`src/rtl/conf_int_add_operand_stage.sv`:
```
// conf_int_add_operand_stage
//
// Registered operand-staging stage that feeds the a/b inputs of the
// combinational approximate integer adder. Each accepted operand pair is
// approximated (LSB truncation or round-to-nearest with saturation), then
// buffered in a small FIFO. The pair is presented on registered a/b outputs.
// The adder therefore sees neither upstream timing nor stall behaviour.
//
// Ports:
//   clk          rising-edge clock
//   rst          asynchronous, active-low reset
//   in_valid     upstream operand pair valid
//   in_ready     stage can accept a pair this cycle (registers and rst only)
//   in_a, in_b   unsigned operands
//   cfg_apx_lsbs requested number of approximated LSBs (sampled per accept)
//   cfg_round    0 = truncate, 1 = round-to-nearest with saturation
//   a, b         staged operands to the adder
//   out_valid    a/b hold a valid pair
//   out_ready    downstream consumes a/b this cycle
//   occupancy    pairs held (FIFO plus output register)
module conf_int_add_operand_stage #(
  parameter int DATA_PATH_BITWIDTH = 16,
  parameter int OP_BITWIDTH        = 16,
  parameter int FIFO_DEPTH         = 4
) (
  input  logic                                clk,
  input  logic                                rst,
  input  logic                                in_valid,
  output logic                                in_ready,
  input  logic [DATA_PATH_BITWIDTH-1:0]       in_a,
  input  logic [DATA_PATH_BITWIDTH-1:0]       in_b,
  input  logic [$clog2(DATA_PATH_BITWIDTH):0] cfg_apx_lsbs,
  input  logic                                cfg_round,
  output logic [DATA_PATH_BITWIDTH-1:0]       a,
  output logic [DATA_PATH_BITWIDTH-1:0]       b,
  output logic                                out_valid,
  input  logic                                out_ready,
  output logic [$clog2(FIFO_DEPTH+2)-1:0]     occupancy
);

  localparam int DW = DATA_PATH_BITWIDTH;
  localparam int KW = $clog2(DATA_PATH_BITWIDTH) + 1;
  localparam int PW = (FIFO_DEPTH > 1) ? $clog2(FIFO_DEPTH) : 1;
  localparam int CW = $clog2(FIFO_DEPTH + 1);
  localparam int OW = $clog2(FIFO_DEPTH + 2);

  // The precision floor (DW - OP_BITWIDTH) always applies. Requests beyond
  // the datapath width clamp to a full-width approximation.
  function automatic logic [KW-1:0] eff_k(input logic [KW-1:0] req);
    logic [KW-1:0] base;
    logic [KW-1:0] k;
    base = KW'(DW - OP_BITWIDTH);
    k    = (req > base) ? req : base;
    if (k > KW'(DW)) k = KW'(DW);
    return k;
  endfunction

  // The mask and the rounding sum are built one bit wider than the datapath.
  // This keeps k = DW well defined, giving a zero mask. The extra bit also
  // exposes the rounding carry-out, which selects saturation.
  function automatic logic [DW-1:0] apx(input logic [DW-1:0] v,
                                        input logic [KW-1:0] k,
                                        input logic          rnd);
    logic [DW:0] mask;
    logic [DW:0] half;
    logic [DW:0] sum;
    mask = {(DW+1){1'b1}} << k;
    half = (k == '0) ? '0 : ({{DW{1'b0}}, 1'b1} << (k - KW'(1)));
    sum  = {1'b0, v} + half;
    if (!rnd)
      return v & mask[DW-1:0];
    else if (sum[DW])
      return mask[DW-1:0];
    else
      return sum[DW-1:0] & mask[DW-1:0];
  endfunction

  logic [KW-1:0]     k_p0;
  logic [DW-1:0]     apx_a_p0;
  logic [DW-1:0]     apx_b_p0;
  logic              accept_p0;
  logic              load_p1;
  logic              fifo_empty;
  logic              fifo_rd;
  logic              fifo_wr;
  logic [PW-1:0]     wr_ptr;
  logic [PW-1:0]     rd_ptr;
  logic [CW-1:0]     fifo_cnt;
  logic [2*DW-1:0]   mem [FIFO_DEPTH];

  // ---- p0: accept and approximate at the input ----
  assign accept_p0 = in_valid & in_ready;
  assign k_p0      = eff_k(cfg_apx_lsbs);
  assign apx_a_p0  = apx(in_a, k_p0, cfg_round);
  assign apx_b_p0  = apx(in_b, k_p0, cfg_round);

  // ---- p1: FIFO and output register ----
  // The output register reloads when empty or popped. The FIFO head always
  // has priority, which keeps strict order. An accepted pair bypasses the
  // FIFO only when the FIFO is empty and the register is free.
  assign load_p1    = ~out_valid | out_ready;
  assign fifo_empty = (fifo_cnt == '0);
  assign fifo_rd    = load_p1 & ~fifo_empty;
  assign fifo_wr    = accept_p0 & ~(load_p1 & fifo_empty);

  assign occupancy = OW'(fifo_cnt) + OW'(out_valid);
  // The full test uses registered occupancy only, so a same-cycle pop
  // never opens the input.
  assign in_ready  = rst & (occupancy < OW'(FIFO_DEPTH + 1));

  always_ff @(posedge clk or negedge rst) begin
    if (!rst) begin
      wr_ptr    <= '0;
      rd_ptr    <= '0;
      fifo_cnt  <= '0;
      a         <= '0;
      b         <= '0;
      out_valid <= 1'b0;
    end else begin
      if (fifo_wr) wr_ptr <= wr_ptr + PW'(1);
      if (fifo_rd) rd_ptr <= rd_ptr + PW'(1);
      fifo_cnt <= fifo_cnt + CW'(fifo_wr) - CW'(fifo_rd);
      if (load_p1) begin
        if (!fifo_empty) begin
          {a, b}    <= mem[rd_ptr];
          out_valid <= 1'b1;
        end else if (accept_p0) begin
          a         <= apx_a_p0;
          b         <= apx_b_p0;
          out_valid <= 1'b1;
        end else begin
          out_valid <= 1'b0;
        end
      end
    end
  end

  always_ff @(posedge clk) begin
    if (fifo_wr) mem[wr_ptr] <= {apx_a_p0, apx_b_p0};
  end

endmodule

```
`config.mk`:
```
export PLATFORM = sky130hd
export DESIGN_NAME = conf_int_add_operand_stage
export DESIGN_NICKNAME = d
export VERILOG_FILES = /design/src/rtl/conf_int_add_operand_stage.sv
export SDC_FILE = /design/constraint.sdc
export NUM_CORES = 1
export LEC_CHECK = 0
export ABC_AREA = 1
export CAP_MARGIN = 25
export CORE_AREA = 2 2 132 134
export CTS_CLUSTER_DIAMETER = 80
export DETAILED_ROUTE_END_ITERATION = 6
export DIE_AREA = 0 0 134 136
export HOLD_SLACK_MARGIN = 0.12
export PLACE_DENSITY = 0.79
export SKIP_LAST_GASP = 1
export SYNTH_ARGS = -nofsm -noshare
export SYNTH_HDL_FRONTEND = slang
export SYNTH_SLANG_ARGS = --single-unit
```
`constraint.sdc`:
```
create_clock -name clk -period 5.3 [get_ports clk]
set_input_delay 1.06 -clock clk [delete_from_list [all_inputs] [get_ports clk]]
set_output_delay 1.06 -clock clk [all_outputs]
set_load 0.01 [all_outputs]
```
# Word-level counts from Yosys, hierarchy flattened
# Memories as Yosys holds them, arrays and structs flattened.
# Index checks and enable logic that the tools add are counted.
dict set report totals {
  register_bits 40
  ram_bits 128
  mem_count 1
}
dict set report classes {
  order_cmp 3
  n_mux 15
  shifts 2
  eq_ne 1
  bitwise 13
  n_reduce_logical 3
  n_addsub 8
}
# memory depth word_bits read_ports rd_clocked_by_memory_dff wr line_no
set memory_table {}
lappend memory_table {mem 4 32 1 0 1 89} ;# logic [2*DW-1:0] mem [FIFO_DEPTH];
# cell n
set ops {}
lappend ops {{$mux 16} 8}
lappend ops {{$and 16x16->16} 4}
lappend ops {{$add 16x17->17} 2}
lappend ops {{$mux 17} 1}
lappend ops {{$shl 1x5->17 const A} 1}
lappend ops {{$shl 17x5->16 const A} 1}
lappend ops {{$mux 5} 2}
lappend ops {{$add 3x1->3} 2}
lappend ops {{$and 1x1->1} 5}
lappend ops {{$gt 5x1->1 const B} 1}
lappend ops {{$gt 5x5->1 const B} 1}
lappend ops {{$logic_not 5->1} 1}
lappend ops {{$sub 5x1->5 const B} 1}
lappend ops {{$add 2x1->2 const B} 2}
lappend ops {{$mux 1} 4}
lappend ops {{$logic_not 3->1} 1}
lappend ops {{$lt 3x3->1 const B} 1}
lappend ops {{$not 1->1} 3}
lappend ops {{$sub 3x1->3} 1}
lappend ops {{$ne 2x2->1 const B} 1}
lappend ops {{$reduce_and 2->1} 1}
lappend ops {{$or 1x1->1} 1}

# Longest topological paths before layout
dict set report logic_depth {
  word_depth 13
  mapped_depth 26
}

# Least setup slack after synthesis
# No wires, ideal clock.
dict set report synth_timing {
  path_type {register to register}
  from {register out_valid}
  to {memory mem[0][0] in the netlist's numbering, enable pin}
  path_stages_with_launch 9
  t_required_ps 4879
  arrival_time_ps 3503
  setup_ps 421
  synth_period_minus_slack_ps 3924
  path_slack_ps 1376
  cell_sequence {dfrtp_1 > ha_1 > ha_1 > or2_2 > a21boi_0 > nand2_1 > a21oi_1 > inv_1 > nor2_1}
}
dict set report synth_between {
  elab_chain_len 7
  elab_cells_between_ends 11
  cone_classes {1 x add/sub; 1 x order compare; 2 x mux; 7 x bitwise}
}
# element line_no
set synth_lines {}
lappend synth_lines {{from (decl)} 36} ;# output logic out_valid,
lappend synth_lines {{from (signal assigned)} 118} ;# out_valid <= 1'b0;
lappend synth_lines {{from (signal assigned)} 126} ;# out_valid <= 1'b1;
lappend synth_lines {{from (signal assigned)} 130} ;# out_valid <= 1'b1;
lappend synth_lines {{$add 3x1->3} 106} ;# assign occupancy = OW'(fifo_cnt) + OW'(out_valid);
lappend synth_lines {{net occupancy[1]} 38} ;# output logic [$clog2(FIFO_DEPTH+2)-1:0] occupancy
lappend synth_lines {{$lt 3x3->1} 109} ;# assign in_ready = rst & (occupancy < OW'(FIFO_DEPTH + 1));
lappend synth_lines {{$and 1x1->1} 109}
lappend synth_lines {{net in_ready} 29} ;# output logic in_ready,
lappend synth_lines {{$and 1x1->1} 92} ;# assign accept_p0 = in_valid & in_ready;
lappend synth_lines {{$and 1x1->1} 104} ;# assign fifo_wr = accept_p0 & ~(load_p1 & fifo_empty);
lappend synth_lines {{net fifo_wr} 85} ;# logic fifo_wr;
lappend synth_lines {{$mux 1} 139} ;# if (fifo_wr) mem[wr_ptr] <= {apx_a_p0, apx_b_p0};
lappend synth_lines {{$mux 1 (implied by the code)} 139}
lappend synth_lines {{to (decl)} 89}
# The timed path passes the listed nets, and every way through them passes these cells.

# Final worst setup path
dict set report layout_timing {
  from {input cfg_apx_lsbs[2]}
  to {memory mem[2][27] in the netlist's numbering, data pin}
}
dict set report layout_between {
  elab_chain_len 11
  elab_cells_between_ends 14
  cone_classes {2 x add/sub; 2 x order compare; 2 x shift; 5 x mux; 2 x bitwise; 1 x reduce/logical}
}
# element line_no
set layout_lines {}
lappend layout_lines {{from (decl)} 32} ;# input logic [$clog2(DATA_PATH_BITWIDTH):0] cfg_apx_lsbs,
lappend layout_lines {{$gt 5x1->1} 53} ;# k = (req > base) ? req : base;
lappend layout_lines {{$mux 5 *} 53}
lappend layout_lines {{$gt 5x5->1} 54} ;# if (k > KW'(DW)) k = KW'(DW);
lappend layout_lines {{$mux 5 *} 54}
lappend layout_lines {{$sub 5x1->5} 68} ;# half = (k == '0) ? '0 : ({{DW{1'b0}}, 1'b1} << (k - KW'(1)));
lappend layout_lines {{$shl 1x5->17} 68}
lappend layout_lines {{$mux 17} 68}
lappend layout_lines {{$add 16x17->17} 69} ;# sum = {1'b0, v} + half;
lappend layout_lines {{$and 16x16->16} 75} ;# return sum[DW-1:0] & mask[DW-1:0];
lappend layout_lines {{$mux 16} 72} ;# else if (sum[DW])
lappend layout_lines {{$mux 16 *} 70} ;# if (!rnd)
lappend layout_lines {{net apx_a_p0[11]} 79} ;# logic [DW-1:0] apx_a_p0;
# The timed path passes the listed nets; every way through them passes the cells marked *.

==> results.md <==
Run status:
- The run finished with clean final reports.

Final layout:
- The area growth from synthesis to layout is 16.2%.
- 0 antenna diodes ended up in the layout.
- After routing the design area is between 0.01 and 0.015 mm².
- The post-route netlist has 8.74% of its cells at a drive strength greater than 1.
- Cells fill between 60 and 70% of the core in the end.
- After the last flow step, the layout net total stands at between 1000 and 1500.
- The count of placed standard cells in the final layout, fillers left out is between 1000 and 1500.

CTS:
- Counting the buffers created by CTS gives 17.
- The CTS H-tree depth is 4.
- The clock reaches the later pin of the worst-skew pair after 0.42 ns.
- CTS placed an instance of sky130_fd_sc_hd__clkbuf_16 at the clock tree root.
- The CTS clock-pin slew for the worst setup and hold paths is 0.06 ns.
- The number of gates resized after CTS is 0.
- The number of hold-repair buffers added at the cts stage is 0.
- The number of clock sinks is 168.
- The buffer levels on the longest clock path is 2.
- After clock tree synthesis, the setup repair step added 0 buffers.
- TritonCTS built the clock tree.

Logic synthesis:
- The number of nets in the synthesized netlist is between 1000 and 1500.
- The post-synthesis sequential area ratio is 49.9%.
- Yosys attributes the largest share of cell area to sky130_fd_sc_hd__edfxtp_1, sky130_fd_sc_hd__dfrtp_1, sky130_fd_sc_hd__nand2_1.
- The synthesized design contains 128 enable-type register cells.
- The count of synthesis-stage warnings from yosys is 0.
- The mean post-synth cell area is 8.34 µm².
- Of the post-synthesis cell area, the dominant cell type holds between 30% and 40%.
- The post-synthesis instance area is 0.00970 mm².
- In the synthesized netlist the async set-or-reset flop fraction comes to a little under a quarter.
- The most area-hungry cell type in the Yosys netlist is sky130_fd_sc_hd__edfxtp_1.
- The most used flip-flop cell after synthesis is sky130_fd_sc_hd__edfxtp_1.
- The gate count after technology mapping is ~1200.
- The synthesized netlist contains 44 unique library cells.
- The post-synthesis register bit count is 168.
- In the synthesized netlist, the cells that appear most often are sky130_fd_sc_hd__nand2_1, sky130_fd_sc_hd__nor2_1, sky130_fd_sc_hd__inv_1, sky130_fd_sc_hd__edfxtp_1, sky130_fd_sc_hd__o21ai_0.
- The most common cell in the netlist is sky130_fd_sc_hd__nand2_1.

Worst setup path:
- Along the worst path, the maximum fanout reaches 12.
- The slowest stage of the critical path is the sky130_fd_sc_hd__clkdlybuf4s50_1 cell.
- The kind of critical path is in -> reg.
- The data arrival time of the critical path is 4.46 ns.
- The worst setup path is captured at a register.
- On the worst path, the slowest cell contributes a delay of ~0.76 ns.
- The element type at the critical path start is a primary input.
- The critical path goes through clkdlybuf4s50_1 -> inv_2 -> nand2_4 -> a21oi_1 -> nor2_1 -> ha_1 -> a21oi_1 -> nor2_1 -> nor4_1 -> inv_1 -> a21oi_4 -> nand3_1 -> nand2_1 -> inv_1.
- The critical path data required time is 5.46 ns.

Timing:
- The largest clock skew in the final design is 0.00901 ns.
- The max-slew violation total from the final report is 0.
- The maximum clock frequency is 232 MHz.
- The final total negative setup slack is 0 ns.
- The smallest clock period supported by the final layout is computed as between 4 and 5 ns.
- The final-report hold violation count is 0.
- The number of setup violations in the final report is 0.
- Headroom to the max-slew limit came out at between 30% and 40%.
- The post-route clock period utilization is 81.2%.
- The transition time at the pin with the least slew margin is roughly 1.0 ns.
- Setup repair after global routing left no endpoint under its margin.

Floorplan:
- The die is 136 µm tall.
- For this design the top-level I/O count stands at 79.
- The floorplan die width is about 130 µm.
- The core outline area is 0.0169 mm².
- The count of standard-cell rows is 48.
- The initial standard-cell utilization of the core is around 57%.
- The area enclosed by the die boundary is 0.0182 mm².

Global routing:
- The first global-routing pass estimated 39700 µm of wire.
- The largest net degree at the start of global routing is 67.
- The number of global-route vias before repair is 7570.
- In the global route stage, overall resource usage came out at around 29%.
- The initial antenna violation count was 0.
- The total congestion overflow is 0.

Route:
- After detailed routing, the number of remaining DRC violations is 0.
- Once detail routing completed, the nets flagged for antenna violations numbered 0.
- Summed over all layers, the routed wires come to between 20000 and 30000 µm.
- The via count of the routed design is 8269.
- After detailed routing, the number of vias per cell comes to 5.62.
- The wire length per cell is 17.2 µm.
- The count of routing violations after the opening detailed-route iteration is a little under 800.
- For this run, the detailed router's first-pass iteration total came to 5.

Place:
- The post-DP HPWL is 17700 µm.
- At the end of routability-driven placement, the weighted congestion stood at 1.02.
- Summing all placed instances gives a cell area of 0.0107 mm².
- The instance count after placement with tap cells included is 1440.
- Buffers placed on the I/O ports in this run total 78.

Power and ir drop:
- The power per standard cell area is 449 mW/mm².
- The worst IR drop on VDD is 0.000367 V.
- The static leakage is 5.05 nW.

Worst hold path:
- The worst hold-check path type is reg -> reg.

Job:
- The max capacitance violation total is 0.
==> report_power, final <==
part	leakage, nW	internal [W]	total, W	switching, W
combinational	3.12	0.000784	0.00204	0.00126
sequential	1.66	0.00171	0.00184	0.000130
clock	0.266	0.000702	0.00117	0.000473
total	5.05	0.00320	0.00506	0.00186
==> cells in the final DEF, fill, tap and decap left out, types with 3 or more instances in the layout <==
cell type and instances:
sky130_fd_sc_hd__nand4_1 13, sky130_fd_sc_hd__clkbuf_1 5, sky130_fd_sc_hd__nand3_1 61, sky130_fd_sc_hd__edfxtp_1 128, sky130_fd_sc_hd__xor2_1 17, sky130_fd_sc_hd__o21a_1 3
sky130_fd_sc_hd__nand2_2 15, sky130_fd_sc_hd__buf_4 14, sky130_fd_sc_hd__a21oi_1 29, sky130_fd_sc_hd__o21ai_1 3, sky130_fd_sc_hd__dfrtp_1 39, sky130_fd_sc_hd__o22ai_1 4
sky130_fd_sc_hd__inv_1 131, sky130_fd_sc_hd__nor2_1 202, sky130_fd_sc_hd__clkinv_1 4, sky130_fd_sc_hd__nand2_4 6, sky130_fd_sc_hd__nand3_2 11, sky130_fd_sc_hd__nand2_1 248
sky130_fd_sc_hd__o21bai_1 4, sky130_fd_sc_hd__o31ai_1 3, sky130_fd_sc_hd__clkbuf_16 17, sky130_fd_sc_hd__a31oi_1 22, sky130_fd_sc_hd__or2_2 4, sky130_fd_sc_hd__clkdlybuf4s50_1 77
sky130_fd_sc_hd__xnor2_1 4, sky130_fd_sc_hd__nor3_1 9, sky130_fd_sc_hd__o21ai_2 8, sky130_fd_sc_hd__nor2_2 10, sky130_fd_sc_hd__inv_2 7, sky130_fd_sc_hd__ha_1 34
sky130_fd_sc_hd__o21ai_0 89
==> stage by stage <==
stage / setup slack [ns] / hold slack [ns] / total power (W)
floorplan: 1.38 / 0.494 / 0.00311
global placement: 0.785 / 0.461 / 0.00382
detailed placement: 0.666 / 0.464 / 0.00389
CTS: 1.09 / 0.481 / 0.00506
global route: 0.852 / 0.502 / 0.00536
finish: 0.999 / 0.475 / 0.00506
==> path summary, 6_finish.rpt <==
path / startpoint / end / slack [ns] / cells after the start
hold reg to reg: b[15] / b[15] / 0.48 / 2
setup / recovery: cfg_apx_lsbs[2] / mem[2][27] / 1.0 / 14
min in group asynchronous: rst / a[8] / 0.81 / 2
max in group asynchronous: rst / rd_ptr[0] / 4.07 / 2
hold / removal: b[15] / b[15] / 0.48 / 2
setup reg to reg: out_valid / mem[1][13] / 2.15 / 9
==> sequential cells by signal, summed over array words and instances (netlist names) <==
name,count
a,16
b,16
fifo_cnt,3
mem,128
out_valid,1
rd_ptr,2
wr_ptr,2
==> worst max-delay path: cells and delay by family <==
family / cells / cell delay, ns
buffers and inverters: 4 / 1.24
AND/OR/NAND/NOR: 6 / 1.21
adder cells (fa/ha/maj): 1 / 0.35
AO/OA/AOI/OAI: 3 / 0.59
==> cell type report <==
type	count	area, µm²
inverters	140	526
clock inverters	9	101
repair buffers	92	881
clock buffers	23	458
fillers	1368	5610
well taps	225	282
multi-input cells	815	4170
flip-flops and latches	168	4850
==> kinds of logic after synthesis <==
| family | Yosys count | share of synthesized area, % |
|---|---|---|
| XOR/XNOR | 21 | 1.90 |
| AO/OA/AOI/OAI | 168 | 9.74 |
| adder cells (fa/ha/maj) | 35 | 4.59 |
| flip-flops | 168 | 49.9 |
| AND/OR/NAND/NOR | 591 | 26.7 |
| buffers and inverters | 180 | 7.17 |
==> metal layers <==
layer / global-route usage, % / share of wire [%] / up-vias
li1: - / - / 3958
met1: 39.8 / 42 / 3804
met2: 45.0 / 47 / 457
met3: 5.70 / 8.8 / 50
met4: 10.1 / 2.2 / 0
met5: 0 / 0 / -
(Power assumes the default switching activity.)
